File: config.mk
export PLATFORM = sky130hd
export DESIGN_NAME = elevator_scheduler
export DESIGN_NICKNAME = d
export VERILOG_FILES = /design/src/rtl/elevator_pkg.sv /design/src/rtl/elevator_scheduler_tick_timer.sv /design/src/rtl/elevator_scheduler.sv
export SDC_FILE = /design/constraint.sdc
export NUM_CORES = 1
export LEC_CHECK = 0
export BUFFER_PORTS_ARGS = -buffer_cell sky130_fd_sc_hd__buf_2
export CAP_MARGIN = 10
export CORE_ASPECT_RATIO = 1.1
export CORE_MARGIN = 1
export CORE_UTILIZATION = 30
export DETAILED_ROUTE_END_ITERATION = 12
export HOLD_SLACK_MARGIN = 0.1
export PLACE_DENSITY = 0.45
export SLEW_MARGIN = 10
export SYNTH_ARGS = -nofsm -noshare
export SYNTH_HDL_FRONTEND = slang
export SYNTH_SLANG_ARGS = --single-unit
export TNS_END_PERCENT = 100
File: constraint.sdc
create_clock -name clk -period 4.1 [get_ports clk]
set_clock_uncertainty 0.15 [all_clocks]
set_input_delay 0.41 -clock clk [delete_from_list [all_inputs] [get_ports clk]]
set_output_delay 0.41 -clock clk [all_outputs]
set_load 0.03 [all_outputs]
File: src/rtl/elevator_pkg.sv
// rtl/elevator_pkg.sv - shared types and default sizing for the elevator car controller
package elevator_pkg;

    localparam int DEFAULT_NUM_FLOORS   = 4;
    localparam int DEFAULT_TRAVEL_TICKS = 8;
    localparam int DEFAULT_DOOR_TICKS   = 16;

    typedef enum logic [1:0] {
        IDLE      = 2'd0,
        MOVING    = 2'd1,
        DOOR_OPEN = 2'd2
    } state_e;

    typedef enum logic {
        UP   = 1'b0,
        DOWN = 1'b1
    } dir_e;

endpackage

File: src/rtl/elevator_scheduler_tick_timer.sv
// rtl/elevator_scheduler_tick_timer.sv - tick-driven interval timer with one-cycle done strobe
module tick_timer #(
    parameter int W = 4
) (
    input  logic         clk,
    input  logic         reset,
    input  logic         clear,
    input  logic         tick,
    input  logic [W-1:0] limit,
    output logic         done
);

    logic [W-1:0] count_q, count_d;

    // Count self-resets on reaching the limit, so it never exceeds limit-1.
    always_comb begin
        done    = 1'b0;
        count_d = count_q;
        if (clear) begin
            count_d = '0;
        end else if (tick) begin
            if (count_q + 1'b1 == limit) begin
                done    = 1'b1;
                count_d = '0;
            end else begin
                count_d = count_q + 1'b1;
            end
        end
    end

    always_ff @(posedge clk or posedge reset) begin
        if (reset) begin
            count_q <= '0;
        end else begin
            count_q <= count_d;
        end
    end

endmodule

File: src/rtl/elevator_scheduler.sv
// rtl/elevator_scheduler.sv - SCAN-ordered elevator car controller with call latching and timed travel/dwell
module elevator_scheduler
    import elevator_pkg::*;
#(
    parameter int NUM_FLOORS   = DEFAULT_NUM_FLOORS,
    parameter int TRAVEL_TICKS = DEFAULT_TRAVEL_TICKS,
    parameter int DOOR_TICKS   = DEFAULT_DOOR_TICKS
) (
    input  logic                          clk,
    input  logic                          reset,
    input  logic                          tick,
    input  logic [NUM_FLOORS-1:0]         call_req,
    output logic [$clog2(NUM_FLOORS)-1:0] cur_floor,
    output logic                          moving_up,
    output logic                          moving_down,
    output logic                          door_open,
    output logic [NUM_FLOORS-1:0]         pending
);

    localparam int FW   = $clog2(NUM_FLOORS);
    localparam int TMAX = (TRAVEL_TICKS > DOOR_TICKS) ? TRAVEL_TICKS : DOOR_TICKS;
    localparam int TW   = $clog2(TMAX + 1);

    state_e                state_q, state_d;
    dir_e                  dir_q, dir_d;
    logic [FW-1:0]         cur_floor_q, cur_floor_d;
    logic [NUM_FLOORS-1:0] pending_q, pending_d;
    logic [NUM_FLOORS-1:0] clr_mask;
    logic                  travel_clear, door_clear;
    logic                  travel_done, door_done;
    logic                  above, below;

    function automatic logic any_above(input logic [NUM_FLOORS-1:0] p, input logic [FW-1:0] f);
        any_above = 1'b0;
        for (int i = 0; i < NUM_FLOORS; i++) begin
            if (i > int'(f) && p[i]) any_above = 1'b1;
        end
    endfunction

    function automatic logic any_below(input logic [NUM_FLOORS-1:0] p, input logic [FW-1:0] f);
        any_below = 1'b0;
        for (int i = 0; i < NUM_FLOORS; i++) begin
            if (i < int'(f) && p[i]) any_below = 1'b1;
        end
    endfunction

    tick_timer #(.W(TW)) u_travel_timer (
        .clk   (clk),
        .reset (reset),
        .clear (travel_clear),
        .tick  (tick),
        .limit (TW'(TRAVEL_TICKS)),
        .done  (travel_done)
    );

    tick_timer #(.W(TW)) u_door_timer (
        .clk   (clk),
        .reset (reset),
        .clear (door_clear),
        .tick  (tick),
        .limit (TW'(DOOR_TICKS)),
        .done  (door_done)
    );

    assign above = any_above(pending_q, cur_floor_q);
    assign below = any_below(pending_q, cur_floor_q);

    always_comb begin
        state_d      = state_q;
        dir_d        = dir_q;
        cur_floor_d  = cur_floor_q;
        clr_mask     = '0;
        travel_clear = 1'b1;
        door_clear   = 1'b1;

        case (state_q)
            IDLE: begin
                if (pending_q[cur_floor_q]) begin
                    state_d               = DOOR_OPEN;
                    clr_mask[cur_floor_q] = 1'b1;
                end else if (above || below) begin
                    state_d = MOVING;
                    if (dir_q == UP) dir_d = above ? UP : DOWN;
                    else             dir_d = below ? DOWN : UP;
                end
            end
            MOVING: begin
                travel_clear = 1'b0;
                if (travel_done) begin
                    cur_floor_d = (dir_q == UP) ? cur_floor_q + 1'b1 : cur_floor_q - 1'b1;
                    // Stop decision uses the registered calls, so a call landing now waits.
                    if (pending_q[cur_floor_d]) begin
                        state_d               = DOOR_OPEN;
                        clr_mask[cur_floor_d] = 1'b1;
                    end else if ((dir_q == UP)   && !any_above(pending_q, cur_floor_d)) begin
                        state_d = IDLE;
                    end else if ((dir_q == DOWN) && !any_below(pending_q, cur_floor_d)) begin
                        state_d = IDLE;
                    end
                end
            end
            DOOR_OPEN: begin
                door_clear = 1'b0;
                if (call_req[cur_floor_q]) begin
                    clr_mask[cur_floor_q] = 1'b1;
                    door_clear            = 1'b1;
                end else if (door_done) begin
                    state_d = IDLE;
                end
            end
            default: state_d = IDLE;
        endcase

        pending_d = (pending_q | call_req) & ~clr_mask;
    end

    always_ff @(posedge clk or posedge reset) begin
        if (reset) begin
            state_q     <= IDLE;
            dir_q       <= UP;
            cur_floor_q <= '0;
            pending_q   <= '0;
        end else begin
            state_q     <= state_d;
            dir_q       <= dir_d;
            cur_floor_q <= cur_floor_d;
            pending_q   <= pending_d;
        end
    end

    assign cur_floor   = cur_floor_q;
    assign pending     = pending_q;
    assign moving_up   = (state_q == MOVING) && (dir_q == UP);
    assign moving_down = (state_q == MOVING) && (dir_q == DOWN);
    assign door_open   = (state_q == DOOR_OPEN);

endmodule

==> results.yml <==
floorplanning:
  die_w_um: 63.6
  die_height_um: 69.7
  start_util_pct: 31.3
  die_area_um2: 4430
  io_pins: 16
  rows: 24
  coreArea_um2: 3990
synth:
  synthCells: 125
  yosysSeqAreaShare_pct: 38.0
  syn_nets: 140
  synth_top_cells_by_area: "dfrtp_1 38%, ha_1 8.0%, nor2_1 4.5%, xor2_1 4.2%, mux4_2 3.6%"
  netlist_area_um2: 1250
  synth_async_sr_flop_share_pct: 100
  synth_edf_count: 0
  yosys.area.top_type: "dfrtp_1"
  ys_types: 40
  syn_area_per_cell_um2: 10.0
  synth_top_cell_area_share_pct: 38.0
  ys_ff_latch: 19
  ys.flop_type: "dfrtp_1"
  yosys_warnings: 0
critical_path:
  critPathCaptureType: "flip-flop"
  cp_max_fo: 11
  cpPeakStageDelay_ns: 0.60
  crit_required_ns: 4.06
  crit_slowest_cell: "dfrtp_1"
  worstSetupPathType: "reg2reg"
  critPathArrivalTime_ns: 2.42
  worstSetupStartpointType: "flip-flop"
  crit_chain: "inv_1, ha_1, xor2_1, nor2_1, nor4b_1, a311oi_1"
placement:
  dp_hpwl_mm: 2.08
  portBuffers: 15
  dp.cells: 188
  gp_congestion: 0.819
  dp_slack_ns: 1.67
finish:
  syn2layout_area_growth_pct: 13.0
  fin_nets: 156
  drive_gt1_share_pct: 16.4
  num_antenna_cells: 0
  layoutNonFillerInstCount: 192
global_routing:
  grt-ovfl-total: 0
  grt_pass1_vias: 1040
  grt_antenna_before_repair: 0
  grt_max_degree: 20
  grt_pass1_wl_mm: 4.86
  grt.total_usage_pct: 13.9
sta:
  fmax_ghz: 0.406
  max_slew.worst_pin.slew_ns: 0.716
  tns_ns: 0
  grt_setup_unrepaired: "no"
  setup_slack_ns: 1.64
  maxSlewViolCount: 0
  maxSlewHeadroom_pct: 52.2
  post-route-period-util_pct: 60.0
  layout_min_cycle_time_ns: 2.46
  setup_violations: 0
  hold_viol: 0
flow_run:
  maxCapViolCount: 0
hold_path:
  worstHoldPathType: "in2async"
clock_network:
  clkTransAtPathRegs_ns: 0.07
  cts_tree: "yes"
  cts_buffers: 3
  hold_buffers: 0
  cts_resized: 0
  clk_latency_ns: 0.25
  post-cts-setup-buffers: 0
  cts_sinks: 19
  cts-root-buf: "clkbuf_8"
  clockBufferDepth: 2
  h-tree-depth: 1
route:
  drtIter0Drc: 55
  detail_route.wl_per_cell_um: 14.4
  antenna_left: 0
  dr.pass1.iters: 4
  vias_per_cell: 5.29
  drcViolationCount: 0
  num_vias: 1015
  wirelength_mm: 2.77
status:
  status: "finished, final reports clean"
pwr:
  leakage_nw: 0.587
  p_per_area_nw_per_um2: 514
  internal_power_uw: 411
  ir_drop_mv: 0.256
  p_seq_share_pct: 41.4
  power.switching_uw: 316
  swShare_pct: 43.4
  p_clk_share_pct: 17.8
  pwr-share-comb_pct: 40.8
[cells by family (layout without fill, tap and decap cells)]
kind of cell | Yosys count | count (layout) | share of synthesized area (%)
flip-flops | 19 | 19 | 38.0
adder cells (fa/ha/maj) | 8 | 8 | 8.00
buffers and inverters | 11 | 26 | 4.00
AO/OA/AOI/OAI | 29 | 29 | 18.2
multiplexers | 5 | 5 | 7.30
AND/OR/NAND/NOR | 44 | 44 | 18.2
XOR/XNOR | 9 | 9 | 6.30
[per-layer routing]
| layer | vias to the layer above | wire (um) | GRT usage (%) | share of wire (%) |
|---|---|---|---|---|
| met5 | - | 0 | 0 | 0 |
| met4 | 0 | 14 | 3.79 | 0.51 |
| met3 | 2 | 71 | 1.64 | 2.6 |
| met2 | 14 | 1370 | 24.1 | 50 |
| met1 | 501 | 1310 | 17.9 | 47 |
| li1 | 498 | - | - | - |
[per-stage QoR]
step                util [%]  power (mW)  hold slack (ns)  area (um2)
floorplan                  -       0.519            0.211        1250
global placement        34.2       0.602            0.398        1370
detailed placement      34.2       0.603            0.398        1370
CTS                     35.4       0.736            0.147        1410
global route            35.4       0.783            0.192        1410
finish                  35.4       0.727            0.114        1410
[critical path, delay by kind of cell, from the launching register on]
family | cells | cell delay [ns]
AOI/OAI and AO/OA | 1 | 0.16
xor gates and xnor gates | 1 | 0.21
adders and majority gates | 1 | 0.41
buffers and inverters | 1 | 0.22
DFF | 1 | 0.60
and+or+nand+nor | 2 | 0.57
[worst paths after layout]
kind / from / end / slack (ns) / cells past startpoint
min reg2reg: state_q[0] / state_q[1] / 0.40 / 1
max reg2reg: cur_floor[0] / pending[0] / 1.64 / 6
min in group clk: call_req[1] / pending[1] / 0.28 / 3
max in group asynchronous: reset / pending[3] / 3.24 / 2
min: reset / u_door_timer.count_q[2] / 0.11 / 2
max: cur_floor[0] / pending[0] / 1.64 / 6
[power groups by stage]
stage / clock network (mW) / logic (mW) / registers, mW
2_1_floorplan: 0 / 0.192 / 0.327
3_3_place_gp: 0 / 0.299 / 0.303
3_5_place_dp: 0 / 0.299 / 0.304
4_1_cts: 0.135 / 0.300 / 0.301
5_1_grt: 0.143 / 0.329 / 0.311
6_report: 0.129 / 0.297 / 0.301
[cells in the final DEF (no fill, tap or decap), types with 4 or more instances in the layout]
master | synthesis | routed
dfrtp_1 | 19 | 19
ha_1 | 8 | 8
xor2_1 | 6 | 6
nor3_1 | 4 | 4
nand2_1 | 7 | 7
inv_1 | 7 | 7
nor2_1 | 15 | 15
nor2b_1 | 4 | 4
a21oi_1 | 4 | 4
buf_2 | 0 | 15
[registers in the layout (all words and copies together) (netlist names)]
signal and cells:
cur_floor 2, dir_q 1, pending 4, state_q 2, u_door_timer.count_q 5, u_travel_timer.count_q 5
[Yosys cell counts (3+ instances only)]
master	n
xnor2_1	3
dfrtp_1	19
o21ai_0	3
a41oi_1	3
nor3_1	4
inv_1	7
nor2_1	15
nor2b_1	4
o2bb2ai_1	3
ha_1	8
a21oi_1	4
nand2_1	7
xor2_1	6
[layout make-up]
type | count | area (um2)
inverters | 7 | 26.3
fillers | 418 | 2580
well taps | 52 | 65.1
repair buffers | 15 | 75.1
multi-input cells | 95 | 726
clock buffers | 3 | 41.3
flip-flops and latches | 19 | 475
clock inverters | 1 | 5.00
Power figures use the tool's default switching activity.
